$ cat src/rtl/pkt_tx_arbiter.sv
// Round-robin arbiter sharing one packet_ctrl transmit path, one whole packet per grant.
// Optional PKT_ARB_PRIO0_EN: requester 0 gets strict priority; the others rotate among themselves.
module pkt_tx_arbiter #(
  parameter int NUM_REQ    = 4,
  parameter int PKT_WIDTH  = 8,
  parameter int PKT_LENGTH = 4,
  parameter int DATA_WIDTH = PKT_WIDTH * PKT_LENGTH
) (
  input  logic                          clk,
  input  logic                          rst,
  input  logic [1:0]                    link_state,
  input  logic                          link_down,
  input  logic [NUM_REQ-1:0]            req,
  input  logic [NUM_REQ*DATA_WIDTH-1:0] req_data,
  input  logic                          pkt_ack,
  input  logic                          pkt_sop,
  input  logic                          pkt_eop,
  output logic                          pkt_req,
  output logic [DATA_WIDTH-1:0]         data,
  output logic [NUM_REQ-1:0]            gnt,
  output logic [NUM_REQ-1:0]            done,
  output logic [NUM_REQ-1:0]            abort,
  output logic                          len_err,
  output logic                          busy
);

  localparam int PTR_W      = (NUM_REQ > 1) ? $clog2(NUM_REQ) : 1;
  localparam int PLEN_WIDTH = (PKT_LENGTH > 1) ? $clog2(PKT_LENGTH) : 1;
  localparam int BCW        = PLEN_WIDTH + 1;
  localparam logic [BCW-1:0]   PLEN = BCW'(PKT_LENGTH);
  localparam logic [PTR_W-1:0] LAST = PTR_W'(NUM_REQ - 1);

  typedef enum logic [1:0] {IDLE, WAIT_ACK, XFER} state_t;

  state_t                  state, state_nxt;
  logic [PTR_W-1:0]        rr_ptr, rr_nxt;
  logic [PTR_W-1:0]        cur_idx, cur_nxt;
  logic [BCW-1:0]          beat_cnt, beat_nxt;
  logic [NUM_REQ-1:0]      gnt_nxt, done_nxt, abort_nxt;
  logic                    pkt_req_nxt, len_err_nxt;
  logic [DATA_WIDTH-1:0]   data_nxt;
  logic                    link_up, win_vld, cnt_en, rel;
  logic [PTR_W-1:0]        win_idx, scan_idx;

  function automatic logic [PTR_W-1:0] adv_ptr(input logic [PTR_W-1:0] idx);
`ifdef PKT_ARB_PRIO0_EN
    adv_ptr = (idx == LAST) ? PTR_W'(1) : idx + 1'b1;
`else
    adv_ptr = (idx == LAST) ? '0 : idx + 1'b1;
`endif
  endfunction

  assign link_up = (link_state == 2'b11) && !link_down;
  assign busy    = (state != IDLE);

  // Winner search: first set request at or after rr_ptr, wrapping.
`ifdef PKT_ARB_PRIO0_EN
  logic [PTR_W-1:0] scan_start;
  always_comb begin
    int j;
    win_vld    = 1'b0;
    win_idx    = '0;
    scan_idx   = '0;
    scan_start = (rr_ptr == '0) ? PTR_W'(1) : rr_ptr;
    if (req[0]) begin
      win_vld = 1'b1;
    end else begin
      for (int k = 0; k < NUM_REQ - 1; k++) begin
        j = int'(scan_start) + k;
        if (j > NUM_REQ - 1) j = j - (NUM_REQ - 1);
        scan_idx = PTR_W'(j);
        if (!win_vld && req[scan_idx]) begin
          win_vld = 1'b1;
          win_idx = scan_idx;
        end
      end
    end
  end
`else
  always_comb begin
    int j;
    win_vld  = 1'b0;
    win_idx  = '0;
    scan_idx = '0;
    for (int k = 0; k < NUM_REQ; k++) begin
      j = int'(rr_ptr) + k;
      if (j >= NUM_REQ) j = j - NUM_REQ;
      scan_idx = PTR_W'(j);
      if (!win_vld && req[scan_idx]) begin
        win_vld = 1'b1;
        win_idx = scan_idx;
      end
    end
  end
`endif

  always_comb begin
    state_nxt   = state;
    rr_nxt      = rr_ptr;
    cur_nxt     = cur_idx;
    beat_nxt    = beat_cnt;
    gnt_nxt     = gnt;
    pkt_req_nxt = pkt_req;
    data_nxt    = data;
    done_nxt    = '0;
    abort_nxt   = '0;
    len_err_nxt = 1'b0;
    cnt_en      = 1'b0;
    rel         = 1'b0;
    case (state)
      IDLE: begin
        if (link_up && win_vld) begin
          state_nxt   = WAIT_ACK;
          cur_nxt     = win_idx;
          pkt_req_nxt = 1'b1;
          gnt_nxt     = '0;
          for (int i = 0; i < NUM_REQ; i++) begin
            if (win_idx == PTR_W'(i)) begin
              gnt_nxt[i] = 1'b1;
              data_nxt   = req_data[i*DATA_WIDTH +: DATA_WIDTH];
            end
          end
        end
      end
      WAIT_ACK: begin
        // Link loss before acceptance retries the same requester: rr_ptr stays.
        if (!link_up) begin
          abort_nxt   = gnt;
          gnt_nxt     = '0;
          pkt_req_nxt = 1'b0;
          state_nxt   = IDLE;
        end else if (pkt_ack) begin
          pkt_req_nxt = 1'b0;
          beat_nxt    = '0;
          state_nxt   = XFER;
        end
      end
      XFER: begin
        cnt_en = pkt_sop || (beat_cnt != '0);
        if (cnt_en) beat_nxt = beat_cnt + 1'b1;
        if (!link_up) begin
          abort_nxt = gnt;
          rel       = 1'b1;
        end else if (pkt_eop) begin
          done_nxt = gnt;
          rel      = 1'b1;
        end else if (cnt_en && ((beat_cnt + 1'b1) == PLEN)) begin
          len_err_nxt = 1'b1;
          abort_nxt   = gnt;
          rel         = 1'b1;
        end
        if (rel) begin
          gnt_nxt   = '0;
          beat_nxt  = '0;
          state_nxt = IDLE;
`ifdef PKT_ARB_PRIO0_EN
          if (cur_idx != '0) rr_nxt = adv_ptr(cur_idx);
`else
          rr_nxt = adv_ptr(cur_idx);
`endif
        end
      end
      default: state_nxt = IDLE;
    endcase
  end

  always_ff @(posedge clk or posedge rst) begin
    if (rst) begin
      state    <= IDLE;
      rr_ptr   <= '0;
      cur_idx  <= '0;
      beat_cnt <= '0;
      gnt      <= '0;
      pkt_req  <= 1'b0;
      data     <= '0;
      done     <= '0;
      abort    <= '0;
      len_err  <= 1'b0;
    end else begin
      state    <= state_nxt;
      rr_ptr   <= rr_nxt;
      cur_idx  <= cur_nxt;
      beat_cnt <= beat_nxt;
      gnt      <= gnt_nxt;
      pkt_req  <= pkt_req_nxt;
      data     <= data_nxt;
      done     <= done_nxt;
      abort    <= abort_nxt;
      len_err  <= len_err_nxt;
    end
  end

endmodule

$ cat config.mk
export PLATFORM = sky130hd
export DESIGN_NAME = pkt_tx_arbiter
export DESIGN_NICKNAME = d
export VERILOG_FILES = /design/src/rtl/pkt_tx_arbiter.sv
export SDC_FILE = /design/constraint.sdc
export NUM_CORES = 1
export LEC_CHECK = 0
export CAP_MARGIN = 30
export CORE_MARGIN = 3
export CORE_UTILIZATION = 35
export DETAILED_ROUTE_END_ITERATION = 8
export PLACE_DENSITY = 0.77
export SETUP_SLACK_MARGIN = 0.15
export SLEW_MARGIN = 10
export SYNTH_ARGS = -nofsm -noshare
export SYNTH_HDL_FRONTEND = slang
export SYNTH_SLANG_ARGS = --single-unit
$ cat constraint.sdc
create_clock -name clk -period 1.9 [get_ports clk]
set_input_delay 0.19 -clock clk [delete_from_list [all_inputs] [get_ports clk]]
set_output_delay 0.19 -clock clk [all_outputs]
set_load 0.1 [all_outputs]
==> results.sh, run 1 <==
export IMPL_cts_max_level=2
export IMPL_grt_pass1_wl_mm=18.0
export IMPL_clock_sinks=55
export IMPL_synthCells=312
export IMPL_ys_async_sr_fraction_pct=100
export IMPL_synth_top_area_share_pct=41.5
export IMPL_syn_avg_cell_area_um2=10.6
export IMPL_core_area_mm2=0.00898
export IMPL_routed_wl_mm=13.2
export IMPL_ys_types=45
export IMPL_setup_viol=0
export IMPL_synth_compound_area_share_pct=24.3
export IMPL_cts_root_buffer_cell="clkbuf_8"
export IMPL_yosysWarnings=0
export IMPL_rows=34
export IMPL_num_vias=3695
export IMPL_r2r_start="state[0]"
export IMPL_path_cells="inv_2 -> ha_4 -> clkinvlp_4 -> nor3_4 -> o21ai_4 -> buf_12 -> buf_6 -> o32ai_2 -> a211oi_1"
export IMPL_grt_pass1_vias=3726
export IMPL_via_per_inst=5.46
export IMPL_worst_pin_slew_ns=0.491
export IMPL_start_util_pct=37.0
export IMPL_slowest_delay_ns=0.42
export IMPL_period_share_pct=99.8
export IMPL_finClkSkew_ns=0.0154
export IMPL_rsz0062_at_grt="true"
export IMPL_crit_slowest_cell="dfrtp_1"
export IMPL_cp_endpoint="data[25]"
export IMPL_synth_top_family_by_area="compound AO/OA/AOI/OAI gates"
export IMPL_cp_startpoint="state[0]"
export IMPL_final_nets=698
export IMPL_ys_flop_type="dfrtp_1"
export IMPL_yosys_register_bits=55
export IMPL_fin_setup_tns_ns=0
export IMPL_n_fill_cell=594
export IMPL_dr_pass1_iters=4
export IMPL_multi_input_comb_area_mm2=0.00233
export IMPL_ant_nets=0
export IMPL_slew_viol_final=0
export IMPL_static_leakage_power_nw=2.68
export IMPL_reg2reg_depth=9
export IMPL_synth_area_leaders="dfrtp_1, mux2i_1, a211oi_2, o32ai_1, nor3_1"
export IMPL_cp_arrival_ns=2.09
export IMPL_post_route_min_period_ns=1.90
export IMPL_crit_fanout=6
export IMPL_synthSimpleGateAreaFrac_pct=13.8
export IMPL_synth_xor_area_share_pct=0
export IMPL_critical_path_required_ns=2.10
export IMPL_regArea_mm2=0.00138
export IMPL_yosysTopAreaCell="dfrtp_1"
export IMPL_grt_max_degree=38
export IMPL_synth_mux_area_share_pct=11.9
export IMPL_drcViolationCount=0
export IMPL_netlist_top_cells_count="dfrtp_1, mux2i_1, nor3_1"
export IMPL_gp_congestion=0.792
export IMPL_port_buffer_count=186
export IMPL_hold_slack_ns=0.223
export IMPL_synth_edf_count=0
export IMPL_die_w_um=103
export IMPL_diodes=0
export IMPL_cp_end_kind="register"
export IMPL_timing_fmax_mhz=527
export IMPL_ir_worst_vdd_v=0.00114
export IMPL_yosysMostFrequentCell="dfrtp_1"
export IMPL_netlist_area_mm2=0.00332
export IMPL_startpoint_type="register"
export IMPL_cts_clk_slew_worst_paths_ns=0.12
export IMPL_grt_overflow=0
export IMPL_dieArea_mm2=0.0107
export IMPL_slew_headroom_pct=66.9
export IMPL_cts_hold_fix_buffers=0
export IMPL_cts_tree="built"
export IMPL_area_delta_synth_final_pct=97.9
export IMPL_min_path_type="in -> async"
export IMPL_ys_seq_area_share_pct=41.5
export IMPL_drive_above_1_share_pct=44.5
export IMPL_synth_adder_area_share_pct=3.02
export IMPL_reg2reg_slack_ns=0.003
export IMPL_r2r_end="data[25]"
export IMPL_drtIter0Drc=96
export IMPL_ios=187
export IMPL_drv_cap=0
export IMPL_powerDensity_mw_per_mm2=1510
export IMPL_post_dp_hpwl_mm=8.83
export IMPL_status="finished, final reports clean"
export IMPL_hold_violations=0
export IMPL_syn_nets=460
export IMPL_path_class="reg -> reg"
export IMPL_cts_buffers=5
export IMPL_grtUsageTotal_pct=21.5
export IMPL_die_h_um=103
export IMPL_clockBufferDepth=2
export IMPL_wl_per_cell_um=19.5
export IMPL_clk_latency_ns=0.31
export IMPL_antenna_found_initial=0
==> stage by stage <==
step	cell area (um2)	worst slack [ns]	std cells	power (mW)	util, %
6_report	6570	0.00300	677	9.92	73.2
2_1_floorplan	3410	-0.283	312	6.45	-
5_1_grt	6570	-0.0625	677	10.3	73.2
4_1_cts	6000	0.0378	661	9.38	66.8
3_3_place_gp	5610	-0.133	642	8.16	62.5
3_5_place_dp	5610	-0.186	642	8.27	62.5
==> final cells by class <==
class	count	area share (%)
clock buffer	5	1.05
clock inverter	3	0.705
inverter	9	0.572
multi-input combinational	224	35.6
sequential	55	21.0
tap	126	2.40
timing repair buffer	255	38.7
==> worst min path at each step <==
stage	endpoint	slack, ns	depth (start not counted)
finish	data[9]	0.22	2
global route	data[31]	0.25	2
CTS	data[9]	0.23	2
detailed placement	data[18]	0.48	2
global placement	cur_idx[1]	0.47	2
floorplan	data[19]	0.34	2
==> timing repair <==
| item | CTS | global route |
|---|---|---|
| gates resized for setup | 29 | 74 |
| endpoints found under the setup margin | 43 | 50 |
| buffers inserted | 10 | 12 |
| cloned | 1 | 4 |
| pin swaps | 6 | 16 |
==> power by group <==
group | leakage [nW] | total [mW] | internal (mW) | switching [mW]
Sequential | 0.665 | 2.06 | 1.63 | 0.428
Clock | 0.0548 | 0.820 | 0.398 | 0.422
Combinational | 1.96 | 7.04 | 2.32 | 4.72
Total | 2.68 | 9.92 | 4.35 | 5.57
==> state kept, by name, indices dropped and copies added, names as in the netlist <==
signal and count:
cur_idx 2, state 2, done 4, data 32, abort 4, len_err 1
rr_ptr 2, beat_cnt 3, pkt_req 1, gnt 4
==> cells by family (layout without fill, tap and decap cells) <==
| logic type | count (synthesis) | after routing |
|---|---|---|
| adders and majority gates | 8 | 8 |
| AOI/OAI and AO/OA | 89 | 89 |
| buffers and inverters | 33 | 272 |
| muxes | 39 | 39 |
| and+or+nand+nor | 88 | 88 |
| DFF | 55 | 55 |
==> placed cells by master (no fill, tap or decap), drive strengths merged, types with 8 or more instances in the layout <==
master / count
buf: 112
nor3: 31
inv: 9
nor2: 11
mux2i: 35
clkbuf: 9
a211oi: 31
dfrtp: 55
ha: 8
o21ai: 12
o32ai: 29
clkdlybuf4s50: 139
nand2: 23
==> worst max-delay path, delay by kind of cell, from the launching register on <==
kind	cells	cell delay, ns
AO/OA/AOI/OAI	3	0.46
AND/OR/NAND/NOR	1	0.23
flip-flops	1	0.42
adder cells (fa/ha/maj)	1	0.16
buffers and inverters	4	0.50
==> metal layers <==
layer | up-vias | part of all wire, % | global-route usage (%) | wire [um]
li1 | 1674 | - | - | -
met1 | 1805 | 38 | 24.7 | 5010
met2 | 183 | 52 | 39.9 | 6930
met3 | 33 | 7.1 | 4.56 | 946
met4 | 0 | 2.6 | 6.57 | 342
met5 | - | 0 | 0 | 0
(Power assumes the default switching activity.)
==> inputs of run 2 (changes only) <==
ABC_AREA = 1   (was unset)
CORE_UTILIZATION = 38   (was 35)
PLACE_DENSITY = 0.78   (was 0.77)
SETUP_SLACK_MARGIN = 0.5   (was 0.15)
==> run 2 against run 1 <==
The run now ends with negative setup slack left; global-route usage grew 1.9 points; design area grew 5.2%; non-clock buffer count fell by 11; total power is 46% higher; die area grew 8.9%; critical path depth up 7; core utilization decreased by 3.4 points; critical endpoint unchanged; highest routed layer unchanged.
==> results.sh, run 2 <==
export IMPL_status="finished with violations"
export IMPL_violations="negative setup slack"
export IMPL_worst_pin_slew_ns=0.307
export IMPL_routed_wl_mm=14.4
export IMPL_cts_root_buffer_cell="clkbuf_8"
export IMPL_ir_worst_vdd_v=0.00119
export IMPL_fin_util_pct=69.7
export IMPL_synth_top_area_share_pct=34.9
export IMPL_cp_arrival_ns=2.34
export IMPL_dr_pass1_iters=4
export IMPL_hold_violations=0
export IMPL_fin_area_mm2=0.00691
export IMPL_wl_per_cell_um=15.1
export IMPL_yosysMostFrequentCell="nand2_1"
export IMPL_ys_seq_area_share_pct=34.9
export IMPL_die_w_um=108
export IMPL_dpl_cell_count=911
export IMPL_setup_ws_ns=-0.227
export IMPL_synthCells=597
export IMPL_critical_path_required_ns=2.11
export IMPL_grt_max_degree=56
export IMPL_cp_end_kind="register"
export IMPL_placed_area_mm2=0.00608
export IMPL_finClkSkew_ns=0.00679
export IMPL_core_area_mm2=0.00991
export IMPL_powerDensity_mw_per_mm2=2090
export IMPL_cts_hold_fix_buffers=0
export IMPL_final_nets=966
export IMPL_drcViolationCount=0
export IMPL_yosysTopAreaCell="dfrtp_1"
export IMPL_antenna_found_initial=0
export IMPL_power_mw=14.4
export IMPL_start_util_pct=39.8
export IMPL_syn_avg_cell_area_um2=6.61
export IMPL_via_per_inst=4.95
export IMPL_ys_async_sr_fraction_pct=100
export IMPL_diodes=0
export IMPL_ant_nets=0
export IMPL_grt_pass1_wl_mm=22.0
export IMPL_synth_edf_count=0
export IMPL_cts_buffers=5
export IMPL_grtUsageTotal_pct=23.4
export IMPL_layout_commonest_cell="nand2_1"
export IMPL_startpoint_type="register"
export IMPL_grt_overflow=0
export IMPL_die_h_um=108
export IMPL_yosysWarnings=0
export IMPL_post_dp_hpwl_mm=9.61
export IMPL_gp_congestion=0.839
export IMPL_min_path_type="in -> async"
export IMPL_dieArea_mm2=0.0116
export IMPL_ys_flop_type="dfrtp_1"
export IMPL_slew_headroom_pct=79.6
export IMPL_static_leakage_power_nw=3.63
export IMPL_rows=36
export IMPL_drive_above_1_share_pct=24.1
export IMPL_synth_area_leaders="dfrtp_1, nand2_1, inv_1, o21bai_1, o21ai_0"
export IMPL_final_cell_mix="nand2_1, clkdlybuf4s50_1, inv_1"
export IMPL_setup_viol=37
export IMPL_netlist_area_mm2=0.00394
export IMPL_post_route_min_period_ns=2.13
export IMPL_timing_fmax_mhz=470
export IMPL_period_share_pct=112
export IMPL_clock_sinks=55
export IMPL_yosys_register_bits=55
export IMPL_ys_types=28
export IMPL_cts_max_level=2
export IMPL_regMostFlops="data"
export IMPL_clk_latency_ns=0.31
export IMPL_path_class="reg -> reg"
export IMPL_crit_fanout=17
export IMPL_grt_pass1_vias=4760
export IMPL_ios=187
export IMPL_cts_tree="built"
export IMPL_instances_no_fill=952
export IMPL_cts_clk_slew_worst_paths_ns=0.10
export IMPL_port_buffer_count=186
export IMPL_num_vias=4709
export IMPL_hold_slack_ns=0.288
export IMPL_largest_register_ffs=32
export IMPL_syn_nets=745
export IMPL_area_delta_synth_final_pct=75.2
export IMPL_drv_cap=0
export IMPL_drtIter0Drc=168
export IMPL_rsz0062_at_grt="true"
export IMPL_netlist_top_cells_count="nand2_1, inv_1, dfrtp_1"
export IMPL_clockBufferDepth=2
export IMPL_slew_viol_final=0
==> run 2: cell types whose count changed after synthesis, sizes merged, moves of 4 or more <==
| cell | delta |
|---|---|
| o21ai | +63 |
| o31ai | +4 |
| a211oi | -31 |
| o21bai | +32 |
| nand2 | +199 |
| nand3 | +42 |
| and3 | -5 |
| nor3 | -22 |
| o32ai | -29 |
| mux2 | -4 |
| and2 | -4 |
| inv | +89 |
| buf | +5 |
| mux2i | -35 |
==> run 2: per-stage QoR <==
step / setup TNS (ns) / worst slack (ns)
final: -6.12 / -0.227
after global routing: -12.18 / -0.405
after CTS: -2.79 / -0.130
after detailed placement: -9.56 / -0.313
after global placement: -6.93 / -0.253
after floorplan: 0 / 0.0927
==> run 2: critical path: stages (launching register included) <==
cell and delay, ns:
dfrtp_2 0.48, buf_6 0.15, nand2_2 0.07, nand2_4 0.07, nand2_2 0.07, nand2_2 0.07, nor2_4 0.12, buf_4 0.12
nand3_2 0.07, nand3_4 0.12, buf_6 0.12, nand2_4 0.06, buf_12 0.15, o21ai_1 0.19, inv_1 0.06, nand2_1 0.06
nand2_1 0.04
==> run 2: report_power, final <==
part | internal [mW] | switching, mW
registers | 1.58 | 0.297
logic | 4.28 | 7.37
clock network | 0.526 | 0.396
==> run 2: kinds of logic after synthesis <==
family / count (synthesis) / share of synthesized area (%)
AO/OA/AOI/OAI: 115 / 17.1
adder cells (fa/ha/maj): 8 / 2.54
buffers and inverters: 128 / 14.2
flip-flops: 55 / 34.9
AND/OR/NAND/NOR: 291 / 31.3
==> run 2: final cells by class <==
class | instances | area, um2
Inverter | 98 | 390
Multi-Input combinational cell | 414 | 2310
Fill cell | 776 | 3000
Tap cell | 133 | 166
Timing Repair Buffer | 244 | 2530
Sequential cell | 55 | 1380
Clock buffer | 5 | 68.8
Clock inverter | 3 | 67.6
==> run 2: final timing paths <==
| check | start | end | slack, ns | cells past startpoint |
|---|---|---|---|---|
| setup reg to reg | rr_ptr[0] | data[25] | -0.23 | 16 |
| setup / recovery | rr_ptr[0] | data[25] | -0.23 | 16 |
| max in group asynchronous | rst | rr_ptr[1] | 1.33 | 3 |
| min in group clk | data[6] | data[6] | 0.49 | 2 |
| hold / removal | rst | data[19] | 0.29 | 3 |
| hold reg to reg | data[6] | data[6] | 0.49 | 2 |
==> run 2: metal layers <==
metal | track usage (%) | routed length [um] | vias to the layer above
li1 | - | - | 2307
met1 | 27.0 | 5570 | 2153
met2 | 42.8 | 7410 | 215
met3 | 4.86 | 1070 | 34
met4 | 7.75 | 340 | 0
met5 | 0 | 0 | -
==> run 2: repair_timing <==
action	CTS	global route
buffers inserted	18	10
setup endpoints to repair	50	52
pin swaps	7	14
resized for setup	69	29
gates cloned	3	2
